--- src/rtl/if_pkg.sv ---
// Shared types and constants for the instruction-fetch front end.
package if_pkg;

    localparam int FIFO_DEPTH = 2;

    typedef enum logic [1:0] {
        IDLE,
        REQ,
        WAIT,
        DISCARD
    } fetch_state_e;

    typedef struct packed {
        logic [31:0] pc;
        logic [31:0] inst;
        logic        adel;
    } fetch_entry_t;

endpackage

--- src/rtl/if_fifo.sv ---
// Small instruction buffer between fetch and decode; flush empties it
// and takes priority over any same-cycle push or pop.
module if_fifo
    import if_pkg::*;
#(
    parameter int DEPTH = 2,
    parameter int CW    = $clog2(DEPTH + 1)
) (
    input  logic          clk_i,
    input  logic          rst_n_i,
    input  logic          push_i,
    input  fetch_entry_t  entry_i,
    input  logic          pop_i,
    input  logic          flush_i,
    output logic [CW-1:0] count_o,
    output fetch_entry_t  head_o
);

    localparam int PW = (DEPTH > 1) ? $clog2(DEPTH) : 1;

    fetch_entry_t  mem_q [DEPTH];
    logic [PW-1:0] wr_ptr_q, rd_ptr_q;
    logic [CW-1:0] count_q;

    function automatic logic [PW-1:0] ptr_inc(input logic [PW-1:0] p);
        return (p == PW'(DEPTH - 1)) ? '0 : p + 1'b1;
    endfunction

    always_ff @(posedge clk_i or negedge rst_n_i) begin
        if (!rst_n_i) begin
            for (int i = 0; i < DEPTH; i++) mem_q[i] <= '0;
            wr_ptr_q <= '0;
            rd_ptr_q <= '0;
            count_q  <= '0;
        end else if (flush_i) begin
            wr_ptr_q <= '0;
            rd_ptr_q <= '0;
            count_q  <= '0;
        end else begin
            if (push_i) begin
                mem_q[wr_ptr_q] <= entry_i;
                wr_ptr_q        <= ptr_inc(wr_ptr_q);
            end
            if (pop_i) rd_ptr_q <= ptr_inc(rd_ptr_q);
            case ({push_i, pop_i})
                2'b10:   count_q <= count_q + 1'b1;
                2'b01:   count_q <= count_q - 1'b1;
                default: count_q <= count_q;
            endcase
        end
    end

    assign count_o = count_q;
    // An empty buffer presents zeros so stale entries never leak to decode.
    assign head_o  = (count_q != '0) ? mem_q[rd_ptr_q] : '0;

endmodule

--- src/rtl/if_fetch_ctrl.sv ---
// Fetch controller: one outstanding instruction-bus read at a time,
// results (or misaligned-fetch exceptions) queued for decode.
module if_fetch_ctrl #(
    parameter int FIFO_DEPTH = 2
) (
    input  logic        clk_i,
    input  logic        rst_n_i,
    input  logic [31:0] pc_i,
    input  logic        pc_ce_i,
    input  logic        flush_i,
    output logic        fetch_stall_o,
    output logic        inst_req_o,
    output logic [31:0] inst_addr_o,
    input  logic        inst_addr_ok_i,
    input  logic        inst_data_ok_i,
    input  logic [31:0] inst_rdata_i,
    output logic        id_valid_o,
    input  logic        id_ready_i,
    output logic [31:0] id_pc_o,
    output logic [31:0] id_inst_o,
    output logic        id_adel_o
);

    import if_pkg::*;

    localparam int CW = $clog2(FIFO_DEPTH + 1);

    fetch_state_e  state_q, state_d;
    logic [31:0]   addr_q, addr_d;
    logic          discard_q, discard_d;
    logic          capture, push, pop;
    fetch_entry_t  push_entry, head;
    logic [CW-1:0] fifo_count;

    assign capture       = (state_q == IDLE) && pc_ce_i && !flush_i
                           && (fifo_count < CW'(FIFO_DEPTH));
    assign fetch_stall_o = pc_ce_i & ~capture;

    always_ff @(posedge clk_i or negedge rst_n_i) begin
        if (!rst_n_i) begin
            state_q   <= IDLE;
            addr_q    <= '0;
            discard_q <= 1'b0;
        end else begin
            state_q   <= state_d;
            addr_q    <= addr_d;
            discard_q <= discard_d;
        end
    end

    always_comb begin
        state_d    = state_q;
        addr_d     = addr_q;
        discard_d  = discard_q;
        push       = 1'b0;
        push_entry = '0;
        inst_req_o = 1'b0;
        case (state_q)
            IDLE: begin
                if (capture) begin
                    if (pc_i[1:0] == 2'b00) begin
                        addr_d  = pc_i;
                        state_d = REQ;
                    end else begin
                        push       = 1'b1;
                        push_entry = '{pc: pc_i, inst: 32'h0, adel: 1'b1};
                    end
                end
            end
            REQ: begin
                // The request cannot be withdrawn; a flush is remembered
                // until the bus accepts, then the reply is dropped.
                inst_req_o = 1'b1;
                if (inst_addr_ok_i) begin
                    state_d   = (discard_q || flush_i) ? DISCARD : WAIT;
                    discard_d = 1'b0;
                end else begin
                    discard_d = discard_q | flush_i;
                end
            end
            WAIT: begin
                if (flush_i) begin
                    state_d = inst_data_ok_i ? IDLE : DISCARD;
                end else if (inst_data_ok_i) begin
                    push       = 1'b1;
                    push_entry = '{pc: addr_q, inst: inst_rdata_i, adel: 1'b0};
                    state_d    = IDLE;
                end
            end
            DISCARD: begin
                if (inst_data_ok_i) state_d = IDLE;
            end
            default: state_d = IDLE;
        endcase
    end

    assign inst_addr_o = addr_q;
    assign id_valid_o  = (fifo_count != '0);
    assign pop         = id_valid_o & id_ready_i;

    if_fifo #(.DEPTH(FIFO_DEPTH), .CW(CW)) u_fifo (
        .clk_i   (clk_i),
        .rst_n_i (rst_n_i),
        .push_i  (push),
        .entry_i (push_entry),
        .pop_i   (pop),
        .flush_i (flush_i),
        .count_o (fifo_count),
        .head_o  (head)
    );

    assign id_pc_o   = head.pc;
    assign id_inst_o = head.inst;
    assign id_adel_o = head.adel;

endmodule

--- config.mk ---
export PLATFORM = sky130hd
export DESIGN_NAME = if_fetch_ctrl
export DESIGN_NICKNAME = d
export VERILOG_FILES = /design/src/rtl/if_pkg.sv /design/src/rtl/if_fifo.sv /design/src/rtl/if_fetch_ctrl.sv
export SDC_FILE = /design/constraint.sdc
export NUM_CORES = 1
export LEC_CHECK = 0
export BUFFER_PORTS_ARGS = -buffer_cell sky130_fd_sc_hd__buf_4
export CORE_UTILIZATION = 50
export DETAILED_ROUTE_END_ITERATION = 7
export PLACE_DENSITY = 0.75
export RECOVER_POWER = 100
export SLEW_MARGIN = 20
export SYNTH_ARGS = -nofsm -noshare
export SYNTH_HDL_FRONTEND = slang
export SYNTH_SLANG_ARGS = --single-unit
export TNS_END_PERCENT = 1
--- constraint.sdc ---
create_clock -name clk_i -period 2.2 [get_ports clk_i]
set_clock_uncertainty 0.05 [all_clocks]
set_input_delay 0.22 -clock clk_i [delete_from_list [all_inputs] [get_ports clk_i]]
set_output_delay 0.22 -clock clk_i [all_outputs]
set_load 0.03 [all_outputs]
==> results.md <==
- Multiplexer share of the synthesized area: 13.98%
- Share of cells above drive strength 1: 28.64%
- Clock latency on the worst-skew pair: between 0.4 and 0.5 ns
- Vias in the first global route: slightly above 6000
- Clk network pwr share: 24.1%
- Final period util: 95.77%
- Area Overhead vs Synth: 33.65%
- Crit-path cells: buf_12 -> mux2i_1 -> nor2_1 -> clkbuf_2
- Total GRT Usage: a little over a quarter
- Max-slew headroom: 37.62%
- Slack of the critical path: 0.09297 ns
- Util after Layout: 68.23%
- DP Cell Count: 919
- Post-Route WL: 19860 µm
- Slowest CP cell: dfrtp_4
- Die W: roughly 120 µm
- Layout Nets: 889
- Async SR Flop Fraction: 100.0%
- Pint: ~0.0080 W
- CTS root buf: clkbuf_16
- Pre-Repair DR Iteration Count: 5
- Switching part of the total: 36.84%
- Slew @ Worst Pin: between 0.9 and 1 ns
- Vias per cell: 5.806
- Cell Area, Synth: 7391 µm²
- CP delay by family, top: flip-flops
- Post-Layout Cell Count: 1015
- H-tree levels: 4
- Post-Synth XOR/XNOR Area: 0.4740%
- Core area: 14480 µm²
- Initial DRC count: 381
- Hold slack: 0.02209 ns
- Hold Crit Class: in -> reg
- Main synth FF type: dfrtp_1
- Max Cap Violations: 0
- Logic pwr share: 35.9%
- Setup Viol. Count Final: 0
- Register area share after synthesis: 57.22%
- CTS tree: built
- Hold Vio Cnt, Final: 0
- First-pass GRT wire length: 31380 µm
- Post-synthesis simple-gate area fraction: 5.722%
- Avg Inst Size Synth: 12.48 µm²
- Synth Area in Compound Gates: 19.13%
- Die height: 123.6 µm
- Switching power total: 0.004681 W
- CP Class: reg -> out
- Initial antenna violation count: 0
- CP Capture Type: output port
- Unique masters post-synth: 32
- GP Congestion: 0.7869
- Dpl hpwl: 12170 µm
- Slew Limit Fails: 0
- Setup TNS: 0 ns
- Most frequent cells in the layout: dfrtp_1, buf_4, nor2_1, a22o_1
- Register bit total from synthesis: 169
- Initial Util: 51.05%
- Clock sink total: approximately 170
- IO Count: 171
- Worst VDD drop: roughly 790 µV
- Max Buffers Root-to-Sink: 2
- Leakage: about 4.4 nW
- Die area: around 15000 µm²
- Post-synth net total: 663
- Total grt overflow: 0
- Largest family of logic cells by synthesized area: compound AO/OA/AOI/OAI gates
- Sequential power share: between 40% and 50%
- Crit Path Max Fanout: 26
- Outcome: complete, no violations
- Post-synth EDFFs: 0
- Power per Cell Area: 1286 nW/µm²
- Fill count: 1081
- Crit path largest cell delay: 0.60 ns
- Post-DRT Antenna Nets: 0
- Drt wl/cell: 19.56 µm
- Row count: 44
- RSZ-0062 raised after global routing: false
- Minimum clock period: 2.107 ns
- DP Worst Slack: 0.1393 ns
- Antenna cell count: 0
- YS warnings: 0
- Crit path launch type: flip-flop
- Via Count: 5893
- Adder-cell share of the synthesized area: 0%
- Commonest non-fill, non-tap cell in the layout: dfrtp_1
- Crit path arrival time: 1.84 ns
- Clock transition at the registers of the reported paths: ~0.06 ns
- PortBufs: 170
- CP required: 1.93 ns
- CTS buffer count: 17
- Largest net degree at the start of global routing: 54
- Crit path buffers/inverters: 2
- Mapped Cells: 592
- Fmax achieved: 0.4746 GHz
- Residual DRC: 0
## flip-flops by register name (all words and copies together), names as in the netlist
name / flops
discard_q: 1
u_fifo.wr_ptr_q: 1
state_q: 2
u_fifo.count_o: 2
u_fifo.rd_ptr_q: 1
inst_addr_o: 32
u_fifo.mem_q: 130
## power by group through the flow
stage               combinational, W  sequential [W]  clock, W
finish                       0.00456         0.00508   0.00306
global route                 0.00489         0.00522   0.00326
CTS                          0.00496         0.00506   0.00311
detailed placement           0.00482         0.00510         0
global placement             0.00471         0.00505         0
floorplan                    0.00271         0.00543         0
## what timing repair did
item,4_1_cts,5_1_grt
gates resized for setup,0,0
buffers inserted,1,0
setup endpoints to repair,1,0
hold endpoints to repair,124,0
hold buffers,63,0
## cell usage after synthesis, drive strengths merged, types with 2 or more instances
master,number,area share [%]
a22oi,30,3.0
a21oi,4,0.27
nor2b,3,0.25
clkbuf,26,1.3
nor3,2,0.14
xnor2,3,0.36
dfrtp,169,57
and2,2,0.17
a22o,67,7.9
nand2,6,0.41
nor2,76,4.0
nand2b,2,0.17
o2bb2ai,60,7.1
buf,27,2.0
o21ai,6,0.56
inv,2,0.10
mux2i,65,8.8
mux2,34,5.2
## cell type report
class	count	area, µm²	area share [%]
clock buffer	20	466.7	4.725
clock inverter	12	147.6	1.495
inverter	2	7.507	0.07600
multi-input combinational	368	2930	29.66
sequential	169	4233	42.85
tap	184	230.2	2.331
timing repair buffer	260	1863	18.86
## cell families (layout without fill, tap and decap cells)
kind of cell,Yosys count,after routing
XOR/XNOR,4,4
AND/OR/NAND/NOR,96,96
multiplexers,99,99
flip-flops,169,169
AO/OA/AOI/OAI,169,169
buffers and inverters,55,294
## worst register-to-register path, cell delays in order (launching register included)
cell and delay [ns]:
dfrtp_1 0.38, or4b_4 0.60, o21ai_4 0.25, nand2_1 0.13
buf_2 0.28, a22o_1 0.30
## worst paths after layout
check                           cells past startpoint  slack [ns]                end            start
worst max-delay path                                4        0.09        id_pc_o[30]  u_fifo.rd_ptr_q
max in group asynchronous                           3        0.33  u_fifo.mem_q[103]          rst_n_i
worst min-delay path                                2        0.02    inst_addr_o[31]         pc_i[31]
worst max register to register                      5        0.10    u_fifo.mem_q[7]       state_q[1]
worst min register to register                      1        0.44    u_fifo.mem_q[0]  u_fifo.mem_q[0]
min in group asynchronous                           2        0.43   u_fifo.mem_q[95]          rst_n_i
## per-stage QoR
| stage | total power [W] | cell area (µm²) |
|---|---|---|
| 3_3_place_gp | 0.009759 | 8956 |
| 5_1_grt | 0.01338 | 9878 |
| 6_report | 0.01270 | 9878 |
| 3_5_place_dp | 0.009918 | 8956 |
| 2_1_floorplan | 0.008142 | 7391 |
| 4_1_cts | 0.01313 | 10210 |
## metal layers
metal / up-vias / wire length, µm / global-route usage [%]
met4: 0 / 293 / 6.928
met1: 3003 / 8409 / 33.91
met2: 218 / 9948 / 46.18
li1: 2651 / - / -
met3: 21 / 1206 / 7.234
met5: - / 0 / 0
No activity file was read; power rests on OpenSTA's default activity.
